## src/rtl/adder_pkg.sv

```systemverilog
// Shared constants and response layout for the shared adder8 datapath.
// Imported by the arbiter wrapper and its sub-modules.
package adder_pkg;

  localparam int DATA_W = 8;

  localparam logic OP_ADD = 1'b0;
  localparam logic OP_SUB = 1'b1;

  // Arithmetic part of a response; the requester id is carried separately
  // because its width depends on the NREQ parameter of the instantiating block.
  typedef struct packed {
    logic [DATA_W-1:0] y;
    logic              carry;
    logic              ovf;
  } rsp_data_t;

endpackage

```

## src/rtl/adder8.sv

```systemverilog
// 8-bit add/sub unit: y = a + b (sub=0) or a - b (sub=1), mod 2^8.
// For subtract, carry out = 1 means no borrow.
module adder8
  import adder_pkg::*;
(
  input  logic [DATA_W-1:0] a,
  input  logic [DATA_W-1:0] b,
  input  logic              sub,
  output logic [DATA_W-1:0] y,
  output logic              cout
);

  logic [DATA_W-1:0] w_bx;
  logic [DATA_W:0]   w_sum;

  // Subtract is a + ~b + 1, with the +1 entering as carry-in.
  assign w_bx  = sub ? ~b : b;
  assign w_sum = {1'b0, a} + {1'b0, w_bx} + {{DATA_W{1'b0}}, sub};
  assign y     = w_sum[DATA_W-1:0];
  assign cout  = w_sum[DATA_W];

endmodule

```

## src/rtl/rr_arbiter.sv

```systemverilog
// Combinational round-robin arbiter: the search starts at ptr and wraps to 0.
// It produces a one-hot grant and the encoded winner id. The pointer register lives in the parent.
module rr_arbiter #(
  parameter int NREQ = 4,
  parameter int IDW  = 2
) (
  input  logic [NREQ-1:0] req,
  input  logic            stall,
  input  logic [IDW-1:0]  ptr,
  output logic [NREQ-1:0] gnt,
  output logic [IDW-1:0]  gnt_id
);

  int   w_idx;
  logic w_found;

  always_comb begin
    gnt     = '0;
    gnt_id  = '0;
    w_found = 1'b0;
    w_idx   = 0;
    if (!stall) begin
      for (int k = 0; k < NREQ; k++) begin
        w_idx = int'(ptr) + k;
        if (w_idx >= NREQ) w_idx = w_idx - NREQ;
        if (!w_found && req[w_idx]) begin
          gnt[w_idx] = 1'b1;
          gnt_id     = IDW'(w_idx);
          w_found    = 1'b1;
        end
      end
    end
  end

endmodule

```

## src/rtl/adder8_share_arb.sv

```systemverilog
// Shares a single adder8 among NREQ requesters through a round-robin arbiter.
// Two registered stages (issue, response) give the results, tagged with the requester id.
module adder8_share_arb
  import adder_pkg::*;
#(
  parameter int NREQ = 4,
  parameter int IDW  = 2
) (
  input  logic                   clk,
  input  logic                   rst,
  input  logic [NREQ-1:0]        req,
  input  logic [NREQ*DATA_W-1:0] a_in,
  input  logic [NREQ*DATA_W-1:0] b_in,
  input  logic [NREQ-1:0]        sub_in,
  output logic [NREQ-1:0]        gnt,
  input  logic                   stall,
  output logic                   rsp_valid,
  output logic [IDW-1:0]         rsp_id,
  output logic [DATA_W-1:0]      rsp_y,
  output logic                   rsp_carry,
  output logic                   rsp_ovf
);

  logic [IDW-1:0]    r_ptr;
  logic [NREQ-1:0]   w_gnt;
  logic [IDW-1:0]    w_gid;
  logic              w_xfer;
  logic [DATA_W-1:0] w_a_sel, w_b_sel;
  logic              w_sub_sel;

  logic              r_v1;
  logic [IDW-1:0]    r_id1;
  logic [DATA_W-1:0] r_a1, r_b1;
  logic              r_sub1;

  logic              r_v2;
  logic [IDW-1:0]    r_id2;
  rsp_data_t         r_rsp2;

  logic [DATA_W-1:0] w_y, w_bx;
  logic              w_cout, w_ovf;

  rr_arbiter #(.NREQ(NREQ), .IDW(IDW)) u_arb (
    .req    (req),
    .stall  (stall),
    .ptr    (r_ptr),
    .gnt    (w_gnt),
    .gnt_id (w_gid)
  );

  // The arbiter already suppresses grants under stall, so any grant is a transfer.
  assign w_xfer = |(w_gnt & req);

  always_comb begin
    w_a_sel   = '0;
    w_b_sel   = '0;
    w_sub_sel = OP_ADD;
    for (int i = 0; i < NREQ; i++) begin
      if (w_gnt[i]) begin
        w_a_sel   = a_in[i*DATA_W +: DATA_W];
        w_b_sel   = b_in[i*DATA_W +: DATA_W];
        w_sub_sel = sub_in[i];
      end
    end
  end

  always_ff @(posedge clk or posedge rst) begin
    if (rst) begin
      r_ptr <= '0;
    end else if (w_xfer) begin
      r_ptr <= (w_gid == IDW'(NREQ - 1)) ? '0 : w_gid + IDW'(1);
    end
  end

  always_ff @(posedge clk or posedge rst) begin
    if (rst) begin
      r_v1   <= 1'b0;
      r_id1  <= '0;
      r_a1   <= '0;
      r_b1   <= '0;
      r_sub1 <= OP_ADD;
    end else if (!stall) begin
      r_v1 <= w_xfer;
      if (w_xfer) begin
        r_id1  <= w_gid;
        r_a1   <= w_a_sel;
        r_b1   <= w_b_sel;
        r_sub1 <= w_sub_sel;
      end
    end
  end

  adder8 u_add (
    .a    (r_a1),
    .b    (r_b1),
    .sub  (r_sub1),
    .y    (w_y),
    .cout (w_cout)
  );

  // Signed overflow: operands agree in sign but the result does not.
  assign w_bx  = r_sub1 ? ~r_b1 : r_b1;
  assign w_ovf = (r_a1[DATA_W-1] == w_bx[DATA_W-1]) & (w_y[DATA_W-1] != r_a1[DATA_W-1]);

  always_ff @(posedge clk or posedge rst) begin
    if (rst) begin
      r_v2   <= 1'b0;
      r_id2  <= '0;
      r_rsp2 <= '0;
    end else if (!stall) begin
      r_v2         <= r_v1;
      r_id2        <= r_id1;
      r_rsp2.y     <= w_y;
      r_rsp2.carry <= w_cout;
      r_rsp2.ovf   <= w_ovf;
    end
  end

  assign gnt       = w_gnt;
  assign rsp_valid = r_v2;
  assign rsp_id    = r_id2;
  assign rsp_y     = r_rsp2.y;
  assign rsp_carry = r_rsp2.carry;
  assign rsp_ovf   = r_rsp2.ovf;

endmodule

```

## config.mk

```make
export PLATFORM = sky130hd
export DESIGN_NAME = adder8_share_arb
export DESIGN_NICKNAME = d
export VERILOG_FILES = /design/src/rtl/adder_pkg.sv /design/src/rtl/adder8.sv /design/src/rtl/rr_arbiter.sv /design/src/rtl/adder8_share_arb.sv
export SDC_FILE = /design/constraint.sdc
export NUM_CORES = 1
export LEC_CHECK = 0
export BUFFER_PORTS_ARGS = -buffer_cell sky130_fd_sc_hd__buf_2
export CAP_MARGIN = 30
export CELL_PAD_IN_SITES_DETAIL_PLACEMENT = 0
export CELL_PAD_IN_SITES_GLOBAL_PLACEMENT = 1
export CORE_UTILIZATION = 39
export DETAILED_ROUTE_END_ITERATION = 8
export PLACE_DENSITY_LB_ADDON = 0.1
export SLEW_MARGIN = 20
export SYNTH_ARGS = -nofsm -noshare
export SYNTH_HDL_FRONTEND = slang
export SYNTH_HIERARCHICAL = 1
export SYNTH_SLANG_ARGS = --single-unit
```

## constraint.sdc

```tcl
create_clock -name clk -period 3.7 [get_ports clk]
set_input_delay 0.555 -clock clk [delete_from_list [all_inputs] [get_ports clk]]
set_output_delay 0.555 -clock clk [all_outputs]
set_load 0.01 [all_outputs]
```

==> report_table.html <==
<table>
<tr><th>Metric</th><th>Value</th></tr>
<tr><th colspan="2">Status</th></tr>
<tr><td>Status</td><td>finished clean</td></tr>
<tr><th colspan="2">Yosys</th></tr>
<tr><td>Fraction of synthesized area in multiplexers</td><td>0.0977</td></tr>
<tr><td>Dominant combinational cell family by area after synthesis</td><td>compound AO/OA/AOI/OAI gates</td></tr>
<tr><td>Post-synthesis simple-gate area fraction</td><td>0.132</td></tr>
<tr><td>Sequential share of the synthesized area</td><td>0.292</td></tr>
<tr><td>Syn Std Cell Area</td><td>3000 sq um</td></tr>
<tr><td>Share of flip-flops with an asynchronous set or reset after synthesis</td><td>1.00</td></tr>
<tr><td>Post-synth EDFFs</td><td>0</td></tr>
<tr><td>Synth Flop Type</td><td>sky130_fd_sc_hd__dfrtp_1</td></tr>
<tr><td>Cell variety after synth</td><td>53</td></tr>
<tr><td>Xor/xnor cell area share of the yosys netlist</td><td>0.0380</td></tr>
<tr><td>Syn_area_per_cell</td><td>9.82 sq um</td></tr>
<tr><td>Synth warn</td><td>6</td></tr>
<tr><td>Synthesized flop and latch total</td><td>35</td></tr>
<tr><td>Post-Synth Adder-Cell Area</td><td>0.0568</td></tr>
<tr><td>Number of instances in the synthesized netlist</td><td>305</td></tr>
<tr><td>Largest cells by area after synthesis</td><td>sky130_fd_sc_hd__dfrtp_1 (29%), sky130_fd_sc_hd__mux2_2 (6.4%), sky130_fd_sc_hd__a21o_1 (5.8%)</td></tr>
<tr><td>Net Count, Synth</td><td>393</td></tr>
<tr><td>Count leader, synth</td><td>sky130_fd_sc_hd__dfrtp_1</td></tr>
<tr><td>Cell type with the largest total area after synthesis</td><td>sky130_fd_sc_hd__dfrtp_1</td></tr>
<tr><td>Most instantiated cells after synthesis</td><td>sky130_fd_sc_hd__dfrtp_1 (35), sky130_fd_sc_hd__inv_1 (30), sky130_fd_sc_hd__a21o_1 (23), sky130_fd_sc_hd__a21oi_1 (23), sky130_fd_sc_hd__a211o_1 (18)</td></tr>
<tr><td>Compound-Gate Fraction of Synth Area</td><td>0.282</td></tr>
<tr><td>Area share of the leading cell type in the synthesized netlist</td><td>0.292</td></tr>
<tr><th colspan="2">STA</th></tr>
<tr><td>Setup Total Neg Slack</td><td>0 ns</td></tr>
<tr><td>Final Cycle Share</td><td>0.955</td></tr>
<tr><td>Number of endpoints with negative hold slack in the final report</td><td>0</td></tr>
<tr><td>Pin slew with the least headroom to its limit</td><td>0.470 ns</td></tr>
<tr><td>Clock skew</td><td>0.00671 ns</td></tr>
<tr><td>Tightest hold margin</td><td>0.362 ns</td></tr>
<tr><td>Highest clock rate</td><td>283 MHz</td></tr>
<tr><td>Final Max Tran Viols</td><td>0</td></tr>
<tr><td>Final setup fails</td><td>0</td></tr>
<tr><td>Unrepaired setup endpoints after global routing</td><td>false</td></tr>
<tr><td>Slew headroom</td><td>0.687</td></tr>
<tr><td>Clock period minus worst slack</td><td>3.53 ns</td></tr>
<tr><th colspan="2">Worst setup path</th></tr>
<tr><td>Crit end category</td><td>primary output</td></tr>
<tr><td>Critical Path AT</td><td>2.98 ns</td></tr>
<tr><td>Delay of the slowest cell on the worst path</td><td>0.58 ns</td></tr>
<tr><td>Number of cells on the worst reg-to-reg path</td><td>10</td></tr>
<tr><td>Data required time of the critical path</td><td>3.14 ns</td></tr>
<tr><td>Critical-path cell with the highest stage delay</td><td>sky130_fd_sc_hd__mux4_2</td></tr>
<tr><td>Worst Path Max Fanout</td><td>19</td></tr>
<tr><td>Crit path cell chain</td><td>inv_1 &gt; ha_2 &gt; mux4_2 &gt; or4_4 &gt; o221ai_1 &gt; buf_4 &gt; buf_2</td></tr>
<tr><td>Type of the worst setup path</td><td>flip-flop to primary output</td></tr>
<tr><td>Critical path launch point type</td><td>flip-flop</td></tr>
<tr><th colspan="2">Routing</th></tr>
<tr><td>Total via count after detailed routing</td><td>2694</td></tr>
<tr><td>First drt pass iteration count</td><td>4</td></tr>
<tr><td>Count of unresolved DRC violations after routing</td><td>0</td></tr>
<tr><td>Antenna-violating nets left</td><td>0</td></tr>
<tr><td>Routed wire per std cell</td><td>17.4 um</td></tr>
<tr><td>Final Routed Wirelength</td><td>8500 um</td></tr>
<tr><td>Detailed router's first-iteration violation count</td><td>84</td></tr>
<tr><td>Via density</td><td>5.51</td></tr>
<tr><th colspan="2">Pwr</th></tr>
<tr><td>Design Power</td><td>0.00287 W</td></tr>
<tr><td>Power density over the cells</td><td>791 nW/um^2</td></tr>
<tr><td>Worst-case vdd ir drop</td><td>0.363 mV</td></tr>
<tr><td>Leak Pwr</td><td>2.07 nW</td></tr>
<tr><th colspan="2">CTS</th></tr>
<tr><td>CTS clk-pin slew, worst paths</td><td>0.07 ns</td></tr>
<tr><td>Clock Root Buffer</td><td>sky130_fd_sc_hd__clkbuf_8</td></tr>
<tr><td>Number of levels the H-tree was split into</td><td>2</td></tr>
<tr><td>Sinks on Clock Net</td><td>35</td></tr>
<tr><td>Maximum buffer depth of the clock tree</td><td>2</td></tr>
<tr><td>CTS tree</td><td>yes</td></tr>
<tr><td>Number of buffers inserted during clock tree synthesis</td><td>5</td></tr>
<tr><td>Number of hold-repair buffers added at the cts stage</td><td>0</td></tr>
<tr><td>Clock latency reported for the late side of the worst-skew pair</td><td>0.28 ns</td></tr>
<tr><th colspan="2">Layout</th></tr>
<tr><td>Util after Layout</td><td>0.495</td></tr>
<tr><td>Count of antenna diodes in the layout</td><td>0</td></tr>
<tr><td>Post-Layout Cell Count</td><td>489</td></tr>
<tr><td>P&amp;R area growth vs syn</td><td>21.2%</td></tr>
<tr><td>Fraction of layout cells with a size suffix above 1</td><td>0.369</td></tr>
<tr><td>Area of all sequential standard cells</td><td>876 sq um</td></tr>
<tr><td>Fill cell count</td><td>701</td></tr>
<tr><td>Post-layout nets</td><td>477</td></tr>
<tr><td>Multi-input gate area</td><td>1840 sq um</td></tr>
<tr><th colspan="2">Placed design</th></tr>
<tr><td>Placed Instances</td><td>480</td></tr>
<tr><td>Estimated wirelength of the detail-placed design</td><td>6370 um</td></tr>
<tr><td>GP Congestion</td><td>0.809</td></tr>
<tr><td>Number of input and output port buffers inserted</td><td>91</td></tr>
<tr><th colspan="2">Job</th></tr>
<tr><td>Number of maximum-capacitance constraint violations</td><td>0</td></tr>
<tr><th colspan="2">Global route</th></tr>
<tr><td>Maximum number of pins on one net before global-route repair</td><td>41</td></tr>
<tr><td>Total congestion overflow</td><td>0</td></tr>
<tr><td>First-pass GRT wire length</td><td>13600 um</td></tr>
<tr><td>Initial antenna violation count</td><td>0</td></tr>
<tr><td>Vias in the first global route</td><td>2701</td></tr>
<tr><td>GRT Util Overall</td><td>0.225</td></tr>
<tr><th colspan="2">Floorplan</th></tr>
<tr><td>Cell row count</td><td>31</td></tr>
<tr><td>Overall die area</td><td>8040 sq um</td></tr>
<tr><td>Starting density of the core</td><td>0.409</td></tr>
<tr><td>CORE AREA</td><td>7330 sq um</td></tr>
<tr><td>Floorplan die height</td><td>89.6 um</td></tr>
<tr><td>Io pins</td><td>92</td></tr>
<tr><td>Die width</td><td>89.6 um</td></tr>
<tr><th colspan="2">Min path</th></tr>
<tr><td>Hold Crit Class</td><td>input pin to async pin</td></tr>
</table>
-- worst max-delay path, delay by kind of cell (launching register included) --
family                   cells  cell delay, ns
AO/OA/AOI/OAI                1            0.24
adder cells (fa/ha/maj)      1            0.42
buffers and inverters        3            0.54
flip-flops                   1            0.34
multiplexers                 1            0.58
AND/OR/NAND/NOR              1            0.58
-- power breakdown --
part           switching (W)  total [W]  internal (W)
registers           0.000113   0.000651      0.000538
logic               0.000942    0.00186      0.000921
clock network       0.000141   0.000359      0.000218
-- cell families (layout without fill, tap and decap cells) --
logic type	count (synthesis)	in the layout
compound gates	110	110
xor+xnor	13	13
fa+ha+maj	13	13
buf+inv	55	140
flops	35	35
mux	24	24
simple gates	55	55
-- through the flow --
stage | area [sq um] | setup WS, ns
after detailed placement | 3480 | 0.192
after global routing | 3630 | 0.0214
after floorplan | 3000 | 0.292
final | 3630 | 0.166
after global placement | 3480 | 0.310
after CTS | 3600 | 0.125
-- layout make-up --
| class | instances | area share |
|---|---|---|
| inverters | 30 | 0.0310 |
| clock buffers | 6 | 0.0228 |
| repair buffers | 102 | 0.155 |
| multi-input cells | 215 | 0.506 |
| clock inverters | 2 | 0.00965 |
| flip-flops and latches | 35 | 0.241 |
| well taps | 99 | 0.0341 |
-- flip-flops by register name, summed over array words and instances (netlist names) --
register	count
r_b1	8
r_v1	1
r_a1	8
rsp_carry	1
rsp_y	8
rsp_ovf	1
r_ptr	2
r_id1	2
rsp_id	2
r_sub1	1
rsp_valid	1
-- timing repair --
action / CTS / global route
gates resized for setup: 0 / 2
buffers inserted: 0 / 1
setup endpoints to repair: 0 / 19
-- worst paths after layout --
| kind | start | to | slack (ns) |
|---|---|---|---|
| setup / recovery | r_ptr[1] | gnt[1] | 0.17 |
| min in group clk | rsp_y[5] | rsp_y[5] | 0.51 |
| max in group asynchronous | rst | r_b1[2] | 3.00 |
| hold / removal | rst | rsp_valid | 0.36 |
| setup reg to reg | r_ptr[1] | r_b1[4] | 0.29 |
| hold reg to reg | rsp_y[5] | rsp_y[5] | 0.51 |
-- placed cells by master, fill, tap and decap left out, drive strengths merged, types with 4 or more instances in the layout --
| master | instances |
|---|---|
| nor2b | 4 |
| or3b | 7 |
| a211o | 18 |
| a21o | 23 |
| nor2 | 5 |
| mux2 | 19 |
| inv | 30 |
| buf | 102 |
| nand2 | 9 |
| dfrtp | 35 |
| a32o | 17 |
| clkbuf | 6 |
| and3b | 17 |
| o21ai | 6 |
| a21oi | 23 |
| xor2 | 10 |
| o221ai | 4 |
| ha | 12 |
-- per-layer routing --
metal	vias up	GRT usage	share of wire
met3	15	0.0320	0.034
met4	0	0.0707	0.026
met2	67	0.413	0.51
met1	1307	0.270	0.43
li1	1305	-	-
met5	-	0	0
Power figures use the tool's default switching activity.
